**config.mk**
```make
export PLATFORM = sky130hd
export DESIGN_NAME = pic_timing_gen
export DESIGN_NICKNAME = d
export VERILOG_FILES = /design/src/rtl/pic_timing_gen.sv
export SDC_FILE = /design/constraint.sdc
export NUM_CORES = 1
export LEC_CHECK = 0
export CORE_ASPECT_RATIO = 2
export CORE_MARGIN = 2
export CORE_UTILIZATION = 48
export DETAILED_ROUTE_END_ITERATION = 8
export PLACE_DENSITY = 0.76
export RECOVER_POWER = 25
export SLEW_MARGIN = 20
export SYNTH_ARGS = -nofsm -noshare
export SYNTH_HDL_FRONTEND = slang
export SYNTH_SLANG_ARGS = --single-unit
```
**constraint.sdc**
```tcl
create_clock -name InPixClk -period 2.9 [get_ports InPixClk]
set_input_delay 0.29 -clock InPixClk [delete_from_list [all_inputs] [get_ports InPixClk]]
set_output_delay 0.29 -clock InPixClk [all_outputs]
set_load 0.005 [all_outputs]
```
**src/rtl/pic_timing_gen.sv**
```systemverilog
// Picture timing generator: frame-clear pulse, active pixels with X/Y, H/V blanking,
// frame counting and start/stop run control. Every output comes straight from a flop.
module pic_timing_gen #(
    parameter int IMAGE_W   = 192,
    parameter int IMAGE_H   = 108,
    parameter int H_BLANK   = 8,
    parameter int V_BLANK   = 16,
    parameter int FRAME_NUM = 0
) (
    input  logic        InPixClk,
    input  logic        InRstN,
    input  logic        InStart,
    input  logic        InStop,
    output logic        OutPicClr,
    output logic        OutPicDe,
    output logic        OutHsync,
    output logic        OutVsync,
    output logic [15:0] OutPixX,
    output logic [15:0] OutPixY,
    output logic [15:0] OutFrameCnt,
    output logic        OutBusy,
    output logic        OutFrameDone
);

    localparam logic [15:0] X_LAST    = 16'(IMAGE_W - 1);
    localparam logic [15:0] Y_LAST    = 16'(IMAGE_H - 1);
    localparam logic [15:0] HB_LAST   = 16'(H_BLANK - 1);
    localparam logic [15:0] VB_LAST   = 16'(V_BLANK - 1);
    localparam logic [15:0] FRAME_TGT = 16'(FRAME_NUM);
    localparam bit          LIMITED   = (FRAME_NUM != 0);

    typedef enum logic [2:0] {
        IDLE   = 3'd0,
        CLR    = 3'd1,
        ACTIVE = 3'd2,
        HBLANK = 3'd3,
        VBLANK = 3'd4
    } pgState;

    pgState      stateReg, stateNext;
    logic [15:0] cntReg, cntNext;
    logic        stopReg, stopNext;
    logic        runEnd;
    logic [15:0] pixXNext, pixYNext, frameCntNext;
    logic        picClrNext, picDeNext, hsyncNext, vsyncNext, busyNext, frameDoneNext;

    always_ff @(posedge InPixClk) begin
        if (!InRstN) begin
            stateReg     <= IDLE;
            cntReg       <= '0;
            stopReg      <= 1'b0;
            OutPicClr    <= 1'b0;
            OutPicDe     <= 1'b0;
            OutHsync     <= 1'b0;
            OutVsync     <= 1'b0;
            OutPixX      <= '0;
            OutPixY      <= '0;
            OutFrameCnt  <= '0;
            OutBusy      <= 1'b0;
            OutFrameDone <= 1'b0;
        end else begin
            stateReg     <= stateNext;
            cntReg       <= cntNext;
            stopReg      <= stopNext;
            OutPicClr    <= picClrNext;
            OutPicDe     <= picDeNext;
            OutHsync     <= hsyncNext;
            OutVsync     <= vsyncNext;
            OutPixX      <= pixXNext;
            OutPixY      <= pixYNext;
            OutFrameCnt  <= frameCntNext;
            OutBusy      <= busyNext;
            OutFrameDone <= frameDoneNext;
        end
    end

    // A stop arriving on the very last VBLANK cycle still ends the run at this boundary.
    assign runEnd = stopReg | InStop | (LIMITED && (OutFrameCnt == FRAME_TGT));

    always_comb begin
        stateNext = stateReg;
        case (stateReg)
            IDLE:    if (InStart) stateNext = CLR;
            CLR:     stateNext = ACTIVE;
            ACTIVE:  if (OutPixX == X_LAST) stateNext = HBLANK;
            HBLANK:  if (cntReg == HB_LAST) stateNext = (OutPixY < Y_LAST) ? ACTIVE : VBLANK;
            VBLANK:  if (cntReg == VB_LAST) stateNext = runEnd ? IDLE : CLR;
            default: stateNext = IDLE;
        endcase
    end

    always_comb begin
        cntNext = (stateNext == stateReg) ? cntReg + 16'd1 : 16'd0;

        stopNext = stopReg | InStop;
        if (stateReg == IDLE) begin
            stopNext = InStart & InStop;
        end else if (stateNext == IDLE) begin
            stopNext = 1'b0;
        end

        // Count becomes visible during the last VBLANK cycle, so the run-end check sees it.
        frameCntNext = OutFrameCnt;
        if (stateReg == IDLE && InStart) begin
            frameCntNext = '0;
        end else if (stateNext == VBLANK && cntNext == VB_LAST) begin
            frameCntNext = OutFrameCnt + 16'd1;
        end

        pixXNext = OutPixX;
        pixYNext = OutPixY;
        if (stateNext == ACTIVE) begin
            pixXNext = (stateReg == ACTIVE) ? OutPixX + 16'd1 : 16'd0;
            if (stateReg == CLR) begin
                pixYNext = 16'd0;
            end else if (stateReg == HBLANK) begin
                pixYNext = OutPixY + 16'd1;
            end
        end

        picClrNext    = (stateNext == CLR);
        picDeNext     = (stateNext == ACTIVE);
        hsyncNext     = (stateNext == HBLANK);
        vsyncNext     = (stateNext == VBLANK);
        busyNext      = (stateNext != IDLE);
        frameDoneNext = (stateReg == VBLANK) && (stateNext == IDLE);
    end

endmodule

```
==> impl.org <==
** Job
- Max-cap violations :: 0

** Place
- Summing all placed instances gives a cell area of 4220 µm².
- DP Wirelength :: 5580 µm
- At the end of routability-driven placement, the weighted congestion stood at 0.878.
- The number of placed instances, taps included, is 562.
- Timing analysis after detailed placement gives a worst setup slack of 0.0236 ns.
- Buffers placed on the I/O ports in this run total 57.

** Floorplanning
- For this design the top-level I/O count stands at 58.
- The initial utilization of the core area, before any placement, comes to 48.8%.
- The floorplan step defined a die boundary enclosing 8010 µm².
- Core region area :: 7160 µm²
- Measured along the y axis, the die boundary spans 125 µm.
- Die Wd :: 64.3 µm
- Row generation in the floorplan step produced 44 rows.

** Cells and area
- Final Instance Area :: 4600 µm²
- Relative to the synthesized area, the layout overhead comes to 31.6%.
- Counting the fill cells in the layout gives 630.
- In the final layout, the multi-input gates occupy 1910 µm².
- The final layout contains 494 nets.
- For this run, the share of the core covered by cells in the final layout is 64.2%.
- Layout Cells excl Fill :: 583
- FF+latch area :: 1480 µm²
- Cells with a size suffix above 1 make up 12.8% of the layout.
- The repair_antennas step left the layout with diodes totalling 0.

** Setup path
- In this run the worst path has a maximum fanout of 6.
- Cell chain of the critical path :: ha_2, inv_1, or4_4, a211oi_2, nand3b_1, or4_4, buf_6, or4_1, a21oi_2
- Max incr delay on CP :: 0.50 ns
- Cell type group with the largest total delay on the critical path :: simple AND/OR/NAND/NOR gates
- The worst setup path is of the flip-flop to flip-flop kind.
- Most frequent cell on the critical path :: or4_4
- Buffers and inverters on the worst path :: 2
- WP data arrival :: 3.06 ns
- Endpoint class of the critical path :: flip-flop
- The slowest stage of the critical path is the or4_4 cell.
- At the worst endpoint, the required time is 3.16 ns.
- Launching element type of the critical path :: flip-flop

** Timing
- Headroom to the max-slew limit came out at 53.8%.
- The number of endpoints with negative hold slack in the final report is 0.
- Of the available clock period, the critical path in the final layout requires 96.5%.
- After layout, the minimum clock period comes to 2.80 ns.
- At the pin with the least slew margin, the transition time is 0.676 ns.
- For the final database, setup skew stands at 0.00905 ns.
- The final count of pins violating max slew came to 0.
- Setup violations remaining at the end of the flow were counted as 0.
- Final WS setup :: 0.101 ns
- The tightest hold path in the finished design has a slack of 0.483 ns.
- Fmax :: 357 MHz

** Global routing
- The number of antenna violations at the first check in global routing was 0.
- The first global-routing pass estimated 13700 µm of wire.
- Total routing usage reported by global routing :: 21.2%
- Total congestion overflow after global routing :: 0
- Entering global routing, the biggest net connects 20 pins.
- Vias in the first global route :: 3032

** CTS
- Clock tree from TritonCTS :: built
- The clock net in this run drives a total of 74 sinks.
- H-tree depth reported by CTS :: 3
- Clock tree synthesis inserted a total of 9 buffers.
- Clock latency on the worst-skew pair, taken at its later pin, is 0.34 ns.
- CTS clk-pin slew, worst paths :: 0.06 ns
- The clock passes through at most 2 buffers.
- The cell sitting at the root of the clock tree is a clkbuf_16.

** Yosys
- Counting flops with an async set or reset pin after synthesis yields a share of 0%.
- Total nets after synthesis :: 423
- After synthesis the netlist holds a flip-flop and latch count of 74.
- After synthesis, the mean cell area works out to 8.41 µm².
- Post-synthesis instance area :: 3490 µm²
- EDFF count, synth :: 0
- Most frequently used flop master after synthesis :: dfxtp_1
- Library cells used by synthesis :: 50
- For this run, the register share of the synthesized area comes to 42.4%.
- Number of cells produced by synthesis :: 415
- Synth warnings :: 0

** Routing
- Detail-routed net length per standard cell :: 13.8 µm
- In the routed design, unresolved DRC markers number 0.
- Vias per Instance :: 5.60
- Vias after detailed routing :: 3262
- Wire length after detailed routing :: 8020 µm
- The first TritonRoute pass finished after 4 iterations.
- For this block, the initial DRC count from the detailed router was 156.
- In this run the remaining antenna-violating nets after routing total 0.

** Hold path
- The worst hold path belongs to the class flip-flop to flip-flop.

** Pwr
- Sw Ratio :: 22.8%
- Of the total power, registers draw 47.3%.
- The worst-case IR drop observed on VDD is 0.397 mV.
- The analysis attributes to net switching a power of 501 µW.
- Total power divided by cell area :: 479 nW/µm²
- The analysis attributes to cell leakage a power of 1.72 nW.
- The clock network burns 46.9% of the power.
- Combinational cells account for 5.8% of the total power.
- Cell internal pwr :: 1.70 mW

** Run status
- Status :: complete, no violations
worst reg2reg max path: stages, from the launching register on:
cell and delay [ns]:
dfxtp_2 0.33, ha_2 0.31, inv_1 0.05, or4_4 0.47
a211oi_2 0.19, nand3b_1 0.11, or4_4 0.50, buf_6 0.15
or4_1 0.50, a21oi_2 0.13
metrics by stage:
stage,setup TNS (ns),power (mW)
finish,0,2.20
global route,-0.00504,2.28
CTS,0,2.22
detailed placement,0,1.19
global placement,0,1.19
floorplan,0,1.14
sequential cells by signal (all words and copies together) (netlist names):
signal	cells
OutPicDe	1
OutPicClr	1
stopReg	1
OutBusy	1
OutPixX	16
stateReg	3
OutHsync	1
OutFrameCnt	16
OutPixY	16
OutVsync	1
OutFrameDone	1
cntReg	16
kinds of logic after synthesis:
group,share of synthesized area [%]
AO/OA/AOI/OAI,11.2
XOR/XNOR,9.28
adder cells (fa/ha/maj),1.43
buffers and inverters,4.16
flip-flops,42.4
multiplexers,0.287
AND/OR/NAND/NOR,31.2
area by class of cell:
cell class | count | share of cell area, %
Clock inverter | 5 | 0.626
Clock buffer | 11 | 5.50
Sequential cell | 74 | 32.3
Tap cell | 92 | 2.50
Multi-Input combinational cell | 310 | 41.6
Timing Repair Buffer | 83 | 16.9
Inverter | 8 | 0.653
cell usage in the layout (no fill, tap or decap), types with 3 or more instances in the layout:
| cell | n |
|---|---|
| a21oi_1 | 20 |
| or4_1 | 4 |
| nor3_1 | 14 |
| buf_6 | 3 |
| clkdlybuf4s50_1 | 32 |
| buf_4 | 22 |
| clkinv_2 | 4 |
| dlygate4sd3_1 | 25 |
| ha_1 | 3 |
| or2_2 | 4 |
| dfxtp_1 | 73 |
| and2_0 | 5 |
| nand4_1 | 18 |
| inv_1 | 6 |
| nand2_1 | 21 |
| xnor2_1 | 15 |
| or3_1 | 14 |
| and2_1 | 3 |
| and3_1 | 16 |
| nor4b_2 | 3 |
| nor4_1 | 6 |
| xor2_1 | 22 |
| nor2_1 | 53 |
| o21ai_0 | 17 |
| nand3_1 | 26 |
| clkbuf_16 | 9 |
| a21oi_2 | 3 |
| o21a_1 | 4 |
power groups by stage:
stage               Sequential [mW]  Combinational [mW]  Clock [mW]
floorplan                      1.06              0.0751           0
global placement               1.06               0.127           0
detailed placement             1.06               0.128           0
CTS                            1.04               0.129        1.05
global route                   1.04               0.141        1.10
finish                         1.04               0.128        1.03
cells in the mapped netlist, types with 8 or more instances:
master    instances  share of area, %
o21ai_0          17               2.4
clkbuf_1         12               1.3
nand2_1          21               2.3
nand3_1          26               3.7
or3_1            16               2.9
buf_2             8               1.1
xor2_1           22               5.5
dfxtp_1          74                42
nor3_1           14               2.0
and2_1            8               1.4
nor2_1           53               5.7
xnor2_1          15               3.8
and3_1           16               2.9
nand4_1          18               3.2
a21oi_1          23               3.3
layer usage:
layer	global-route usage (%)	wire, µm
met2	33.1	3900
met1	27.4	3640
met3	4.79	279
met5	0	0
met4	9.89	207
repair_timing:
item / in CTS / in global routing
setup buffers: 0 / 4
hold endpoints to repair: 0 / 0
hold buffers: 0 / 0
endpoints found under the setup margin: 0 / 9
resized for setup: 0 / 16
final timing paths:
path,slack (ns),cells past startpoint,end,startpoint
setup / recovery,0.10,9,OutFrameCnt[11],cntReg[1]
hold / removal,0.48,1,OutPixY[10],OutPixY[10]
setup reg to reg,0.10,9,OutFrameCnt[11],cntReg[1]
hold reg to reg,0.48,1,OutPixY[10],OutPixY[10]
No activity file was read; power rests on OpenSTA's default activity.
